==> src/rtl/ifetch_queue.sv <==
// Instruction-fetch front end: owns the PC, fetches from a combinational imem and
// queues {pc, instr} for decode. Define IFETCH_PERF_EN to add saturating perf counters.
module ifetch_queue #(
  parameter int          DEPTH        = 2,
  parameter logic [31:0] RESET_VECTOR = 32'h0000_0000
) (
  input  logic        clk,
  input  logic        reset_n,
  output logic [31:0] imem_addr,
  input  logic [31:0] imem_rd,
  input  logic        redirect_valid,
  input  logic [31:0] redirect_target,
  output logic        out_valid,
  input  logic        out_ready,
  output logic [31:0] out_instr,
  output logic [31:0] out_pc,
  output logic [31:0] out_pc_plus4,
  output logic [31:0] out_pc_plus8
`ifdef IFETCH_PERF_EN
  ,
  output logic [15:0] perf_fetch_cnt,
  output logic [15:0] perf_stall_cnt,
  output logic [15:0] perf_flush_cnt
`endif
);

  localparam int PTR_W = $clog2(DEPTH);
  localparam int CNT_W = PTR_W + 1;
  localparam logic [CNT_W-1:0] FULL = CNT_W'(DEPTH);

  logic [31:0]      pc_q, pc_d;
  logic [CNT_W-1:0] count_q, count_d;
  logic [PTR_W-1:0] rd_ptr_q, rd_ptr_d;
  logic [PTR_W-1:0] wr_ptr_q, wr_ptr_d;
  logic [31:0]      instr_q [DEPTH];
  logic [31:0]      addr_q  [DEPTH];

  logic pop;
  logic push;

  assign out_valid = (count_q != '0);
  assign pop       = out_valid & out_ready;
  // A pop frees the head slot in the same edge, so a full queue can still accept a fetch.
  assign push      = !redirect_valid & ((count_q < FULL) | pop);
  assign imem_addr = pc_q;

  always_comb begin
    pc_d     = pc_q;
    count_d  = count_q;
    rd_ptr_d = rd_ptr_q;
    wr_ptr_d = wr_ptr_q;
    if (redirect_valid) begin
      pc_d     = {redirect_target[31:2], 2'b00};
      count_d  = '0;
      rd_ptr_d = '0;
      wr_ptr_d = '0;
    end else begin
      if (push) begin
        pc_d     = pc_q + 32'd4;
        wr_ptr_d = wr_ptr_q + PTR_W'(1);
      end
      if (pop) begin
        rd_ptr_d = rd_ptr_q + PTR_W'(1);
      end
      case ({push, pop})
        2'b10:   count_d = count_q + CNT_W'(1);
        2'b01:   count_d = count_q - CNT_W'(1);
        default: count_d = count_q;
      endcase
    end
  end

  always_ff @(posedge clk or negedge reset_n) begin
    if (!reset_n) begin
      pc_q     <= RESET_VECTOR;
      count_q  <= '0;
      rd_ptr_q <= '0;
      wr_ptr_q <= '0;
    end else begin
      pc_q     <= pc_d;
      count_q  <= count_d;
      rd_ptr_q <= rd_ptr_d;
      wr_ptr_q <= wr_ptr_d;
    end
  end

  // Payload storage is not reset; stale entries are masked by count.
  always_ff @(posedge clk) begin
    if (push) begin
      instr_q[wr_ptr_q] <= imem_rd;
      addr_q[wr_ptr_q]  <= pc_q;
    end
  end

  assign out_instr    = out_valid ? instr_q[rd_ptr_q] : '0;
  assign out_pc       = out_valid ? addr_q[rd_ptr_q] : '0;
  assign out_pc_plus4 = out_valid ? addr_q[rd_ptr_q] + 32'd4 : '0;
  assign out_pc_plus8 = out_valid ? addr_q[rd_ptr_q] + 32'd8 : '0;

`ifdef IFETCH_PERF_EN
  function automatic logic [15:0] sat_inc(input logic [15:0] v);
    return (v == 16'hFFFF) ? v : v + 16'd1;
  endfunction

  logic [15:0] fetch_cnt_q, stall_cnt_q, flush_cnt_q;
  logic        stall;

  assign stall = (count_q == FULL) & !pop & !redirect_valid;

  always_ff @(posedge clk or negedge reset_n) begin
    if (!reset_n) begin
      fetch_cnt_q <= '0;
      stall_cnt_q <= '0;
      flush_cnt_q <= '0;
    end else begin
      if (push)           fetch_cnt_q <= sat_inc(fetch_cnt_q);
      if (stall)          stall_cnt_q <= sat_inc(stall_cnt_q);
      if (redirect_valid) flush_cnt_q <= sat_inc(flush_cnt_q);
    end
  end

  assign perf_fetch_cnt = fetch_cnt_q;
  assign perf_stall_cnt = stall_cnt_q;
  assign perf_flush_cnt = flush_cnt_q;
`endif

endmodule

==> config.mk <==
export PLATFORM = sky130hd
export DESIGN_NAME = ifetch_queue
export DESIGN_NICKNAME = d
export VERILOG_FILES = /design/src/rtl/ifetch_queue.sv
export SDC_FILE = /design/constraint.sdc
export NUM_CORES = 1
export LEC_CHECK = 0
export BUFFER_PORTS_ARGS = -buffer_cell sky130_fd_sc_hd__buf_2
export CAP_MARGIN = 25
export CORE_MARGIN = 5
export CORE_UTILIZATION = 59
export CTS_BUF_LIST = sky130_fd_sc_hd__clkbuf_4 sky130_fd_sc_hd__clkbuf_8
export DETAILED_ROUTE_END_ITERATION = 16
export PLACE_DENSITY = 0.95
export SLEW_MARGIN = 20
export SYNTH_ARGS = -nofsm -noshare
export SYNTH_HDL_FRONTEND = slang
export SYNTH_SLANG_ARGS = --single-unit
==> constraint.sdc <==
create_clock -name clk -period 16.48 [get_ports clk]
set_input_delay 4.944 -clock clk [delete_from_list [all_inputs] [get_ports clk]]
set_output_delay 4.944 -clock clk [all_outputs]
set_load 0.1 [all_outputs]
# Word-level counts from Yosys, hierarchy flattened
# Memories as Yosys holds them, arrays and structs flattened.
# Cells that the tools add are included.
[word_totals]
ff_bits = 36
ramBits = 128
input_bits = 68
output_inout_bits = 161
elab_cells = 38
mem_count = 2
[op_classes]
n_addsub = 7
order_cmp = 1
eq_ne = 2
muxes = 14
bitwise_logic = 3
n_reduce_logical = 5
[mem_list]
columns = ["name", "depth", "width", "read_ports", "rd_ports_with_merged_regs", "write_ports", "line_no", "rtl"]
rows = [
  ["addr_q", 2, 32, 1, 0, 1, "36", "logic [31:0] addr_q [DEPTH];"],
  ["instr_q", 2, 32, 1, 0, 1, "35", "logic [31:0] instr_q [DEPTH];"],
]
[ops]
columns = ["cell", "count"]
rows = [
  ["$mux W32", 6],
  ["$add A32 B3 Y32 const B", 2],
  ["$add A32 B4 Y32 const B", 1],
  ["$mux W1", 6],
  ["$reduce_bool A2 Y1", 3],
  ["$pmux W2 S2", 1],
  ["$reduce_bool A3 Y1", 1],
  ["$add A1 B1 Y1 const B", 2],
  ["$add A2 B1 Y2 const B", 1],
  ["$and A1 B1 Y1", 2],
  ["$eq A2 B1 Y1 const B", 1],
  ["$eq A2 B2 Y1 const B", 1],
  ["$lt A2 B2 Y1 const B", 1],
  ["$mux W2", 1],
  ["$sub A2 B1 Y2 const B", 1],
  ["$logic_not A1 Y1", 1],
  ["$or A1 B1 Y1", 1],
]

# Longest topological paths before layout
# Gate-level depths: netlist (run 1).
[depth]
depth_word = 7
mapped_depth = 12
ltp_nobuf = 8

# Least setup slack after synthesis (run 1)
# Ideal clock, no wire load.
[synth_timing]
path_type = "input-to-reg"
start = "input port redirect_valid"
end = "memory addr_q[0][10] (enable)"
setup_ns = 0.571
arrival_time_ns = 9.892
required_ns = 15.909
slack_ns = 6.017
stages = 3
n_path_buf = 2
path_cell_list = "clkbuf_1 clkbuf_1 nor3b_1"
[synth_between]
elab_chain_cells = 4
[synth_rtl]
columns = ["item", "line_no", "rtl"]
rows = [
  ["start, declared", "11", "input logic redirect_valid,"],
  ["$logic_not A1 Y1", "44", "assign push = !redirect_valid & ((count_q < FULL) | pop);"],
  ["$and A1 B1 Y1", "44", ""],
  ["$mux W1", "89", "if (push) begin"],
  ["$mux W1 (implied by the code)", "91", "addr_q[wr_ptr_q] <= pc_q;"],
  ["end, declared", "36", ""],
]
# Every way passes these cells.

# Worst setup path after layout (run 1)
[layout_timing]
start = "register rd_ptr_q"
end = "output port out_pc_plus4[25]"
[layout_between]
elab_chain_cells = 3
[layout_rtl]
columns = ["item", "line_no", "rtl"]
rows = [
  ["start, declared", "33", "logic [PTR_W-1:0] rd_ptr_q, rd_ptr_d;"],
  ["start signal, assigned", "82", "rd_ptr_q <= rd_ptr_d;"],
  ["$mem_v2 Z2 W32", "-", ""],
  ["$add A32 B3 Y32", "97", "assign out_pc_plus4 = out_valid ? addr_q[rd_ptr_q] + 32'd4 : '0;"],
  ["$mux W32", "97", ""],
  ["end, declared", "17", "output logic [31:0] out_pc_plus4,"],
]
# Every way passes these cells.

==> impl_metrics.tcl, run 1 <==
set metrics [dict create \
    grt_usage 0.252 \
    vias 6821 \
    viasPerCell 5.96 \
    worstMarginPinSlew_ns 0.940 \
    worstHoldPathType "register to register" \
    maxSlewViolCount 0 \
    cts_tree "yes" \
    ys_top_cells_by_area "edfxtp_1 (44%), dfrtp_1 (10%), mux2i_1 (7.2%)" \
    rows 43 \
    cts.reportedPaths.clkPinSlew_ns 0.09 \
    yosys_most_used_dff "edfxtp_1" \
    port_buffers 218 \
    root_buffer "clkbuf_8" \
    cp_max_fo 63 \
    die_w_um 130 \
    ios 229 \
    min_period_ns 8.93 \
    required_ns 11.54 \
    stdcell_count 1145 \
    synthDistinctLibCells 52 \
    drive_gt1_frac 0.298 \
    nets 1023 \
    dieHeight_um 130 \
    initial_core_util 0.606 \
    grt_overflow 0 \
    n_antenna_cell 0 \
    coreArea_um2 13900 \
    dpl_cell_area_um2 9540 \
    fin_hold_ws_ns 0.573 \
    p_leak_nw 3.94 \
    crit_path_start_kind "register" \
    status "completed" \
    syn2layout_area_growth_pct 17.8 \
    fin_total_pwr_w 0.00134 \
    gp_congestion 0.881 \
    power.density_nw_per_um2 134 \
    fmax_mhz 112 \
    clock_sinks 158 \
    crit_slowest_cell "buf_4" \
    drtPass1Iterations 6 \
    route.detailed.wl_per_inst_um 19.0 \
    ctsHoldBuffers 0 \
    finalInstanceArea_um2 9950 \
    syn_area_um2 8440 \
    cts.path.max_buffers 2 \
    postCtsSetupBuffers 0 \
    synth_edf_count 124 \
    wirelength_um 21700 \
    place_inst 1113 \
    cpPeakStageDelay_ns 0.85 \
    end_kind "output port" \
    htree_levels 4 \
    drt_iter0_markers 787 \
    setup_violations 0 \
    grt_pass1_wl_um 32900 \
    grt_max_degree 93 \
    ys_top_cells_by_count "edfxtp_1 (124), nor2_1 (97), nand2_1 (74), mux2i_1 (61), xnor2_1 (50)" \
    synth_most_common_cell "edfxtp_1" \
    cts_buffers 17 \
    drc 0 \
    post-dp-hpwl_um 16000 \
    async_flop_share 0.215 \
    rsz0062_at_grt "no" \
    dieArea_um2 16800 \
    max-vdd-ir-drop_uv 59.2 \
    grt_pass1_vias 6261 \
    ys_seq_area_frac 0.542 \
    clk-insertion-delay-late_ns 0.44 \
    finClkSkew_ns 0.0154 \
    worstSetupPathType "register to output port" \
    fin_crit_sh 0.542 \
    cap_viol_max_count 0 \
    route.antenna.remaining_nets 0 \
    synth_top_area_share 0.441 \
    ctsResizeCount 0 \
    worstPathArrival_ns 3.98 \
    finalSetupTns_ns 0 \
    syn_inst 754 \
    synth_top_area_cell "edfxtp_1" \
    ys_seq_elements 158 \
    worstPathCellList "buf_4, mux2i_1, a21oi_4, nand3_1, o41ai_1, buf_2" \
    antenna_found_initial 0 \
    hold_violations 0 \
    ys_warn_count 0 \
    avgSynthCellArea_um2 11.2 \
    max_slew_margin 0.374 \
]
## state kept, by name, indices dropped and copies added, names as in the netlist
signal and cells:
addr_q 60, count_q 2, imem_addr 30, instr_q 64, rd_ptr_q 1, wr_ptr_q 1
## final timing paths
path,slack (ns),cells after the start,startpoint,endpoint
setup / recovery,7.55,6,rd_ptr_q,out_pc_plus4[25]
hold / removal,0.57,0,imem_addr[30],addr_q[0][30]
setup reg to reg,13.97,3,count_q[1],instr_q[0][3]
hold reg to reg,0.57,0,imem_addr[30],addr_q[0][30]
max in group asynchronous,11.34,1,reset_n,rd_ptr_q
min in group asynchronous,4.56,1,reset_n,imem_addr[25]
## final cells by class
class                           instances  area (um^2)
Clock inverter                         15          180
Fill cell                             958         3990
Sequential cell                       158         4580
Timing Repair Buffer                  222         1120
Multi-Input combinational cell        544         3580
Tap cell                              180          225
Clock buffer                           17          234
Inverter                                9         33.8
## cell usage in the layout, fill, tap and decap left out, types with 5 or more instances in the layout
cell	count
a21oi_1	5
a22oi_1	8
and2_1	8
and3_1	5
buf_2	218
clkbuf_8	17
conb_1	8
dfrtp_1	33
edfxtp_1	124
inv_1	9
inv_8	5
mux2i_1	61
nand2_1	74
nand3_1	32
nand3b_1	12
nand4_1	26
nand4b_1	6
nor2_1	96
nor3_1	10
nor4_1	9
o21ai_0	49
o31ai_1	23
xnor2_1	50
xor2_1	7
## per-stage QoR
stage / setup slack (ns) / utilization
2_1_floorplan: 6.02 / -
3_3_place_gp: 8.15 / 0.684
3_5_place_dp: 8.07 / 0.684
4_1_cts: 7.57 / 0.714
5_1_grt: 7.29 / 0.714
6_report: 7.55 / 0.714
## where the power goes
part	internal, W	switching, W	total, W
registers	0.000467	0.0000356	0.000502
clock network	0.000118	0.000169	0.000286
logic	0.0000878	0.000460	0.000548
total	0.000672	0.000665	0.00134
## worst max-delay path, delay by kind of cell, from the launching register on
| family | cells | cell delay [ns] |
|---|---|---|
| AOI/OAI and AO/OA | 2 | 0.72 |
| buffers and inverters | 2 | 1.34 |
| DFF | 1 | 0.83 |
| muxes | 1 | 0.47 |
| and+or+nand+nor | 1 | 0.18 |
## cells by family (layout without fill, tap and decap cells)
logic type	Yosys count	in the layout	share of synthesized area
adder cells (fa/ha/maj)	3	3	0.00445
AO/OA/AOI/OAI	105	105	0.0855
AND/OR/NAND/NOR	306	306	0.192
flip-flops	158	158	0.542
multiplexers	65	65	0.0776
XOR/XNOR	57	57	0.0591
other	1	8	0.000444
buffers and inverters	59	263	0.0394
## metal layers
| metal | vias up | GRT usage | share of wire |
|---|---|---|---|
| met5 | - | 0 | 0 |
| met4 | 0 | 0.0844 | 0.022 |
| met3 | 40 | 0.0387 | 0.092 |
| met2 | 403 | 0.419 | 0.49 |
| met1 | 3227 | 0.342 | 0.40 |
| li1 | 3151 | - | - |
Power figures use the tool's default switching activity.
==> run 2: changes to the inputs <==
--- a/config.mk
+++ b/config.mk
@@ -8,10 +8,10 @@
 export BUFFER_PORTS_ARGS = -buffer_cell sky130_fd_sc_hd__buf_2
 export CAP_MARGIN = 25
 export CORE_MARGIN = 5
-export CORE_UTILIZATION = 59
+export CORE_UTILIZATION = 55
 export CTS_BUF_LIST = sky130_fd_sc_hd__clkbuf_4 sky130_fd_sc_hd__clkbuf_8
 export DETAILED_ROUTE_END_ITERATION = 16
-export PLACE_DENSITY = 0.95
+export PLACE_DENSITY = 0.9
 export SLEW_MARGIN = 20
 export SYNTH_ARGS = -nofsm -noshare
 export SYNTH_HDL_FRONTEND = slang
==> constraint.sdc (replaced) <==
create_clock -name clk -period 9.4 [get_ports clk]
set_input_delay 2.82 -clock clk [delete_from_list [all_inputs] [get_ports clk]]
set_output_delay 2.82 -clock clk [all_outputs]
set_load 0.1 [all_outputs]
==> impl_metrics.tcl, run 2 (synthesized netlist as in run 1, its figures left out) <==
set metrics [dict create \
    rsz0062_at_grt "no" \
    drt_iter0_markers 614 \
    maxSlewViolCount 0 \
    crit_path_start_kind "register" \
    cpPeakStageDelay_ns 0.90 \
    worstHoldPathType "register to register" \
    antenna_found_initial 1 \
    stdcell_count 1155 \
    rows 45 \
    grt_pass1_wl_um 32800 \
    clock_sinks 158 \
    regMostFlops "instr_q" \
    grt_overflow 0 \
    max_slew_margin 0.298 \
    initial_core_util 0.558 \
    finalSetupTns_ns 0 \
    rr_endpoint "addr_q[1][7]" \
    nets 1024 \
    multi_input_area_um2 3580 \
    coreArea_um2 15100 \
    dieHeight_um 134 \
    hold_violations 0 \
    drive_gt1_frac 0.299 \
    power.density_nw_per_um2 234 \
    root_buffer "clkbuf_8" \
    post-dp-hpwl_um 15700 \
    postCtsSetupBuffers 0 \
    ctsHoldBuffers 0 \
    critical_path_buf_inv_count 2 \
    crit_path_end "out_pc_plus4[27]" \
    reg2reg_depth 3 \
    path_delay_family "buffers and inverters" \
    largest_reg_flops 64 \
    finClkSkew_ns 0.0143 \
    final_cell_mix "buf_2 (218), edfxtp_1 (124), nor2_1 (96), nand2_1 (74), mux2i_1 (61)" \
    die_w_um 134 \
    dieArea_um2 17900 \
    cp_max_fo 78 \
    fmax_mhz 146 \
    worstSetupPathDepth 6 \
    gp_congestion 0.892 \
    cap_viol_max_count 0 \
    setup_violations 0 \
    required_ns 6.58 \
    worstPathArrival_ns 4.01 \
    status "completed" \
    fill_cells 1151 \
    route.detailed.wl_per_inst_um 18.5 \
    vias 6671 \
    worstSetupPathType "register to output port" \
    min_period_ns 6.83 \
    cts.reportedPaths.clkPinSlew_ns 0.09 \
    crit_slowest_cell "buf_4" \
    viasPerCell 5.78 \
    drtPass1Iterations 6 \
    cts_tree "yes" \
    clk-insertion-delay-late_ns 0.46 \
    worst-r2r-setup-slack_ns 6.93 \
    cp-startpoint "rd_ptr_q" \
    grt_max_degree 93 \
    final_common_cell "buf_2" \
    syn2layout_area_growth_pct 18.1 \
    seqCellArea_um2 4580 \
    ctsResizeCount 0 \
    drc 0 \
    p_leak_nw 3.94 \
    end_kind "output port" \
    ios 229 \
    reg2reg_from "count_q[1]" \
    worstMarginPinSlew_ns 1.05 \
    wirelength_um 21300 \
    route.antenna.remaining_nets 0 \
    place_inst 1122 \
    port_buffers 218 \
    fin_crit_sh 0.726 \
    worstPathCellList "buf_4, mux2i_1, a21oi_4, nand2_2, o41ai_1, buf_2" \
    grt_pass1_vias 6210 \
    htree_levels 4 \
    cts_buffers 17 \
    max-vdd-ir-drop_uv 108 \
    cts.path.max_buffers 2 \
    grt_usage 0.234 \
]
## run 2: metrics by stage
stage                     total power [W]   util  area [um^2]  hold slack, ns  worst slack [ns]
after detailed placement          0.00185  0.631         9550           0.550              3.12
after CTS                         0.00235  0.658         9970           0.572              2.59
after global routing              0.00242  0.658         9970           0.603              2.34
after floorplan                   0.00170      -         8470           0.507              1.06
after global placement            0.00184  0.631         9550           0.545              3.15
final                             0.00234  0.658         9970           0.575              2.57
## run 2: cell type report
class                           count  area share
Clock inverter                     15      0.0184
Tap cell                          188      0.0236
Multi-Input combinational cell    544       0.359
Inverter                            9     0.00339
Clock buffer                       17      0.0235
Timing Repair Buffer              223       0.113
Sequential cell                   158       0.459
Antenna cell                        1    0.000251
## run 2: worst min path at each step
stage | from | endpoint | cells past startpoint
final | imem_addr[28] | addr_q[1][28] | 0
after global routing | imem_addr[28] | addr_q[0][28] | 0
after CTS | imem_addr[28] | addr_q[0][28] | 0
after detailed placement | imem_addr[28] | addr_q[0][28] | 0
after global placement | imem_addr[22] | addr_q[0][22] | 0
after floorplan | count_q[0] | count_q[0] | 2
## run 2: layer usage
layer / track usage / part of all wire
met5: 0 / 0
met4: 0.0754 / 0.018
met3: 0.0446 / 0.077
met2: 0.372 / 0.48
met1: 0.327 / 0.43
## run 2: where the power goes
| group | internal (W) | leakage (nW) | switching [W] |
|---|---|---|---|
| registers | 0.000818 | 1.58 | 0.0000593 |
| logic | 0.000155 | 2.16 | 0.000807 |
| clock network | 0.000204 | 0.202 | 0.000295 |
| total | 0.00118 | 3.94 | 0.00116 |
